--- src/rtl/bus_arbiter_pkg.sv ---
// -----------------------------------------------------------------------------
// bus_arbiter_pkg
// Shared types and default constants for the two-master bus arbiter.
//   state_t : arbitration FSM states (IDLE, OWN, DRAIN)
//   owner_t : index of the master currently holding the bus (0 or 1)
//   DEF_MAXPENDING / DEF_HOLDMAX : default read depth and hold limit
// -----------------------------------------------------------------------------
package bus_arbiter_pkg;

    typedef enum logic [1:0] {
        IDLE  = 2'd0,
        OWN   = 2'd1,
        DRAIN = 2'd2
    } state_t;

    typedef logic owner_t;

    localparam int DEF_MAXPENDING = 4;
    localparam int DEF_HOLDMAX    = 8;

    // With two masters the "other" master is simply the complement.
    function automatic owner_t other_of(input owner_t o);
        return ~o;
    endfunction

endpackage

--- src/rtl/read_tracker.sv ---
// -----------------------------------------------------------------------------
// read_tracker
// Counts reads accepted by the slave bus that have not yet returned data.
//   clk, reset : clock and asynchronous active-high reset
//   inc        : a read was accepted this cycle
//   dec        : a readValid arrived this cycle
//   count      : reads currently outstanding
//   full       : count has reached MAXPENDING
//   empty      : nothing outstanding
// A readValid seen while nothing is outstanding is a stray (for example a
// read issued before a reset) and is ignored so the count never wraps.
// -----------------------------------------------------------------------------
module read_tracker #(
    parameter  int MAXPENDING = 4,
    localparam int CW         = $clog2(MAXPENDING + 1)
) (
    input  logic          clk,
    input  logic          reset,
    input  logic          inc,
    input  logic          dec,
    output logic [CW-1:0] count,
    output logic          full,
    output logic          empty
);

    logic dec_eff;
    logic inc_eff;

    assign empty   = (count == '0);
    assign full    = (count == CW'(MAXPENDING));
    assign dec_eff = dec & ~empty;
    // Never count past the limit; a return in the same cycle frees a slot.
    assign inc_eff = inc & (~full | dec_eff);

    always_ff @(posedge clk or posedge reset) begin
        if (reset) begin
            count <= '0;
        end else if (inc_eff & ~dec_eff) begin
            count <= count + CW'(1);
        end else if (~inc_eff & dec_eff) begin
            count <= count - CW'(1);
        end
    end

endmodule

--- src/rtl/bus_arbiter.sv ---
// -----------------------------------------------------------------------------
// bus_arbiter
// Shares one slave bus between master 0 (CPU) and master 1 (DMA-class).
// One owner at a time, round-robin on simultaneous requests, a hold limit of
// HOLDMAX accepted transactions when the other master is waiting, and the bus
// only changes hands once every read accepted from the current owner has
// returned its readValid.
//   clk, reset          : clock, asynchronous active-high reset
//   m0*/m1* inputs      : master read/write/byte-enable/address/write data
//   m0*/m1* outputs     : waitRequest, readValid, read data (broadcast)
//   sRead..sDataOut     : owner's request passed straight to the slave bus
//   sWaitRequest        : slave stall
//   sReadValid, sDataIn : read return from the slave bus
// The request path is purely combinational from the registered owner/state,
// so a granted master sees no added latency.
// -----------------------------------------------------------------------------
module bus_arbiter
    import bus_arbiter_pkg::*;
#(
    parameter int ADDRWIDTH  = 32,
    parameter int DATAWIDTH  = 32,
    parameter int MAXPENDING = DEF_MAXPENDING,
    parameter int HOLDMAX    = DEF_HOLDMAX
) (
    input  logic                   clk,
    input  logic                   reset,

    input  logic                   m0Read,
    input  logic                   m0Write,
    input  logic [DATAWIDTH/8-1:0] m0Bwe,
    input  logic [ADDRWIDTH-1:0]   m0Address,
    input  logic [DATAWIDTH-1:0]   m0DataOut,
    output logic                   m0WaitRequest,
    output logic                   m0ReadValid,
    output logic [DATAWIDTH-1:0]   m0DataIn,

    input  logic                   m1Read,
    input  logic                   m1Write,
    input  logic [DATAWIDTH/8-1:0] m1Bwe,
    input  logic [ADDRWIDTH-1:0]   m1Address,
    input  logic [DATAWIDTH-1:0]   m1DataOut,
    output logic                   m1WaitRequest,
    output logic                   m1ReadValid,
    output logic [DATAWIDTH-1:0]   m1DataIn,

    output logic                   sRead,
    output logic                   sWrite,
    output logic [DATAWIDTH/8-1:0] sBwe,
    output logic [ADDRWIDTH-1:0]   sAddress,
    output logic [DATAWIDTH-1:0]   sDataOut,
    input  logic                   sWaitRequest,
    input  logic                   sReadValid,
    input  logic [DATAWIDTH-1:0]   sDataIn
);

    localparam int PW = $clog2(MAXPENDING + 1);
    localparam int HW = $clog2(HOLDMAX + 1);

    state_t        state;
    owner_t        owner;
    owner_t        last_owner;
    logic [HW-1:0] hold_count;
    logic [PW-1:0] pending;
    logic          pend_full;
    logic          pend_empty;

    logic req0, req1;
    logic rd_own, wr_own;
    logic req_own, req_oth;
    logic hold_max;
    logic yield;
    logic forward;
    logic own_wait;
    logic acc_any, acc_read;
    logic rv_live;

    assign req0 = m0Read | m0Write;
    assign req1 = m1Read | m1Write;

    assign rd_own  = owner ? m1Read  : m0Read;
    assign wr_own  = owner ? m1Write : m0Write;
    assign req_own = owner ? req1 : req0;
    assign req_oth = owner ? req0 : req1;

    assign hold_max = (hold_count == HW'(HOLDMAX));
    assign yield    = req_oth & (~req_own | hold_max);
    // A new read is held back once MAXPENDING are outstanding; writes are
    // posted and never limited by the read count.
    assign forward  = (state == OWN) & ~yield & (~pend_full | ~rd_own);

    assign sRead    = forward & rd_own;
    assign sWrite   = forward & wr_own;
    assign sBwe     = owner ? m1Bwe     : m0Bwe;
    assign sAddress = owner ? m1Address : m0Address;
    assign sDataOut = owner ? m1DataOut : m0DataOut;

    assign own_wait      = forward ? sWaitRequest : 1'b1;
    assign m0WaitRequest = (owner == 1'b0) ? own_wait : 1'b1;
    assign m1WaitRequest = (owner == 1'b1) ? own_wait : 1'b1;

    // Only returns that belong to a tracked read are routed, so stray returns
    // from reads issued before a reset never reach either master.
    assign rv_live     = sReadValid & ~pend_empty;
    assign m0ReadValid = rv_live & (owner == 1'b0);
    assign m1ReadValid = rv_live & (owner == 1'b1);
    assign m0DataIn    = sDataIn;
    assign m1DataIn    = sDataIn;

    assign acc_any  = (sRead | sWrite) & ~sWaitRequest;
    assign acc_read = sRead & ~sWaitRequest;

    read_tracker #(
        .MAXPENDING (MAXPENDING)
    ) u_read_tracker (
        .clk   (clk),
        .reset (reset),
        .inc   (acc_read),
        .dec   (sReadValid),
        .count (pending),
        .full  (pend_full),
        .empty (pend_empty)
    );

    always_ff @(posedge clk or posedge reset) begin
        if (reset) begin
            state      <= IDLE;
            owner      <= 1'b0;
            last_owner <= 1'b1;
            hold_count <= '0;
        end else begin
            case (state)
                IDLE: begin
                    hold_count <= '0;
                    if (req0 | req1) begin
                        owner <= (req0 & req1) ? other_of(last_owner) : req1;
                        state <= OWN;
                    end
                end
                OWN: begin
                    if (yield & pend_empty) begin
                        // Direct handover: the new owner is forwarded next cycle.
                        owner      <= other_of(owner);
                        last_owner <= owner;
                        hold_count <= '0;
                    end else if (yield) begin
                        state <= DRAIN;
                    end else if (~req_own & ~req_oth & pend_empty) begin
                        state      <= IDLE;
                        last_owner <= owner;
                        hold_count <= '0;
                    end else if (acc_any & ~hold_max) begin
                        hold_count <= hold_count + HW'(1);
                    end
                end
                DRAIN: begin
                    // Owner stays put so the remaining returns route to it;
                    // switch on the edge that retires the last one.
                    if (pend_empty | ((pending == PW'(1)) & sReadValid)) begin
                        owner      <= other_of(owner);
                        last_owner <= owner;
                        hold_count <= '0;
                        state      <= OWN;
                    end
                end
                default: begin
                    state <= IDLE;
                end
            endcase
        end
    end

endmodule
--- config.mk ---
export PLATFORM = sky130hd
export DESIGN_NAME = bus_arbiter
export DESIGN_NICKNAME = d
export VERILOG_FILES = /design/src/rtl/bus_arbiter_pkg.sv /design/src/rtl/read_tracker.sv /design/src/rtl/bus_arbiter.sv
export SDC_FILE = /design/constraint.sdc
export NUM_CORES = 1
export LEC_CHECK = 0
export CORE_AREA = 2 2 121 123
export CTS_CLUSTER_DIAMETER = 150
export DETAILED_ROUTE_END_ITERATION = 6
export DIE_AREA = 0 0 123 125
export GPL_TIMING_DRIVEN = 1
export HOLD_SLACK_MARGIN = 0.03
export PLACE_DENSITY = 0.58
export SLEW_MARGIN = 40
export SYNTH_ARGS = -nofsm -noshare
export SYNTH_HDL_FRONTEND = slang
export SYNTH_SLANG_ARGS = --single-unit
--- constraint.sdc ---
create_clock -name clk -period 6.9 [get_ports clk]
set_input_delay 1.725 -clock clk [delete_from_list [all_inputs] [get_ports clk]]
set_output_delay 1.725 -clock clk [all_outputs]
set_load 0.05 [all_outputs]
==> results of run 1 <==
==> stage by stage <==
stage / setup WS (ns) / utilization (%) / instances / instance area (um2) / total power [uW]
2_1_floorplan: 1.74 / - / 248 / 2200 / 1160
3_3_place_gp: 1.09 / 28.8 / 576 / 4090 / 1560
3_5_place_dp: 1.02 / 28.8 / 576 / 4090 / 1570
4_1_cts: 1.02 / 29.3 / 580 / 4170 / 1680
5_1_grt: 0.903 / 29.3 / 580 / 4170 / 1750
6_report: 1.02 / 29.3 / 580 / 4170 / 1660
==> cells by family (layout without fill, tap and decap cells) <==
logic type,after synthesis,count (layout),synth area share (%)
compound gates,29,29,8.52
buf+inv,85,233,25.8
xor+xnor,3,3,1.19
mux,73,73,37.1
flops,11,11,12.6
fa+ha+maj,11,11,6.25
simple gates,36,36,8.58
==> state kept, by name, indices dropped and copies added (netlist names) <==
register              count
u_read_tracker.count      3
last_owner                1
state                     2
hold_count                4
owner                     1
==> metal layers <==
layer / GRT usage (%) / routed length, um
met1: 17.3 / 4850
met2: 22.2 / 4980
met3: 15.4 / 3090
met4: 2.01 / 72
met5: 0 / 0
==> report_power, final <==
group / internal, uW / switching [uW] / total, uW
clock: 77.5 / 27.8 / 105
combinational: 543 / 873 / 1420
sequential: 94.9 / 40.9 / 136
total: 715 / 942 / 1660
==> worst paths after layout <==
path	to	slack [ns]
setup / recovery	m0WaitRequest	1.02
hold / removal	u_read_tracker.count[0]$_DFFE_PP0P_	0.53
setup reg to reg	hold_count[3]$_DFFE_PP0P_	3.95
hold reg to reg	u_read_tracker.count[0]$_DFFE_PP0P_	0.53
max in group asynchronous	owner$_DFFE_PP0P_	4.77
min in group asynchronous	u_read_tracker.count[0]$_DFFE_PP0P_	1.79
==> placed cells by master (no fill, tap or decap), types with 2 or more instances in the layout <==
cell type	instances
mux2_2	69
dfrtp_1	9
nor2_1	6
o21a_1	2
a31oi_1	2
o21ai_0	7
nand2_1	8
o21bai_1	2
a21oi_1	7
nand2b_1	3
nand3_1	5
inv_1	11
ha_1	11
or4_1	2
xor2_1	2
or3_1	2
nor3_1	3
clkbuf_16	3
clkdlybuf4s50_1	217
mux2i_1	4
==> final cells by class <==
type	count	area share, %
repair buffers	218	52.3
multi-input cells	152	32.6
flip-flops and latches	11	6.72
well taps	184	5.52
clock buffers	4	1.89
inverters	11	0.991
==> critical path: stages <==
cell and delay [ns]:
clkdlybuf4s50_1 0.45, nor2_1 0.35, a211o_1 0.20, nand3_1 0.19
or4_1 0.50, clkdlybuf4s50_1 0.73
==> impl_metrics.tcl, run 1 <==
set metrics [dict create \
    startpoint "m1Read" \
    skew_ns 0.00216 \
    seq_area_um2 280 \
    cts_sinks 11 \
    clockRootBuffer "clkbuf_16" \
    hold_class "flop to flop" \
    cts_buffers 3 \
    antenna_found_initial 0 \
    drt_iter0_drc 48 \
    track_usage_pct 15.7 \
    synth_top_area_share_pct 35.3 \
    cp.required_ns 5.18 \
    initial_core_util_pct 15.5 \
    detailedRoute.firstPassIterationCount 4 \
    synthArstFlopShare_pct 100 \
    wire_per_inst_um 22.4 \
    slew_headroom_pct 45.9 \
    synth_edf_count 0 \
    status "complete, no violations" \
    critPathMaxFanout 7 \
    crit_path_end_kind "output pin" \
    multi_input_area_um2 1360 \
    cts_tree "done" \
    ys_seq_area_share_pct 12.6 \
    layout.nets 584 \
    wl_mm 13.0 \
    rows 44 \
    synth_common_cells "mux2_2 (69), buf_4 (64), ha_1 (11), inv_1 (11), dfrtp_1 (10)" \
    finalSetupViolCount 0 \
    holdPathStages 1 \
    die_h_um 125 \
    ys_ff_latch 11 \
    synth.distinct_cells 40 \
    yosysWarnings 0 \
    min-delay-start "u_read_tracker.count[0]$_DFFE_PP0P_" \
    core_area_um2 14200 \
    viasPerCell 4.05 \
    reg2reg_from "owner$_DFFE_PP0P_" \
    grt_pass1_wl_mm 16.9 \
    htree_levels 1 \
    synth_top_area_cell "mux2_2" \
    die_w_um 123 \
    min_period_over_period_pct 85.3 \
    syn_inst 248 \
    ys_top_cells_by_area "mux2_2 (35%), buf_4 (22%), dfrtp_1 (11%), ha_1 (6.3%), inv_1 (1.9%)" \
    fin_hold_ws_ns 0.526 \
    drtAntennaViolNets 0 \
    grt_setup_unrepaired "no" \
    hold_buffers 0 \
    cp-start-kind "primary input" \
    cts_resized 0 \
    io_buffers 217 \
    leakage_uw 0.00158 \
    area_delta_synth_final_pct 89.3 \
    clockBufferDepth 2 \
    vdd_drop_max_v 0.000167 \
    critical_path_class "primary input to output pin" \
    diodes 0 \
    vias 2347 \
    post_cts_buffers 0 \
    place.gp.congestion 0.788 \
    cts.clk_slew.worst_paths_ns 0.04 \
    setup_tns_ns 0 \
    synth.avg_cell_area_um2 8.88 \
    num-fill-cells 1465 \
    power_per_cell_area_nw_per_um2 398 \
    place_hpwl_mm 11.5 \
    worstMarginPinSlew_ns 0.812 \
    yosysMostFrequentCell "mux2_2" \
    hold_viol 0 \
    report.final.slew_viol_count 0 \
    grt.overflow.total 0 \
    clkLatencyLatePin_ns 0.24 \
    synthFlopType "dfrtp_1" \
    drive_above_1_share_pct 18.9 \
    dieArea_um2 15400 \
    cap_violations 0 \
    reg2reg_depth 6 \
    ios 314 \
    drc 0 \
    syn_area_um2 2200 \
    max_freq_mhz 170 \
    grt_pass1_vias 2468 \
    cp.arrival_ns 4.16 \
    syn-num-nets 435 \
    period_needed_ns 5.88 \
    grt_max_degree 66 \
]
Note: power is estimated with default switching activity, not from simulation.
==> run 2, diff against run 1 <==
- ABC_CLOCK_PERIOD_IN_PS: not set -> 6900
- HOLD_SLACK_MARGIN: 0.03 -> 0.02
==> results of run 2 <==
Final layout, timing and power as in run 1 (identical DEF).
==> run 3, diff against run 2 <==
- ABC_CLOCK_PERIOD_IN_PS: 6900 -> not set
==> results of run 3 <==
Final layout, timing and power as in run 1 (identical DEF).
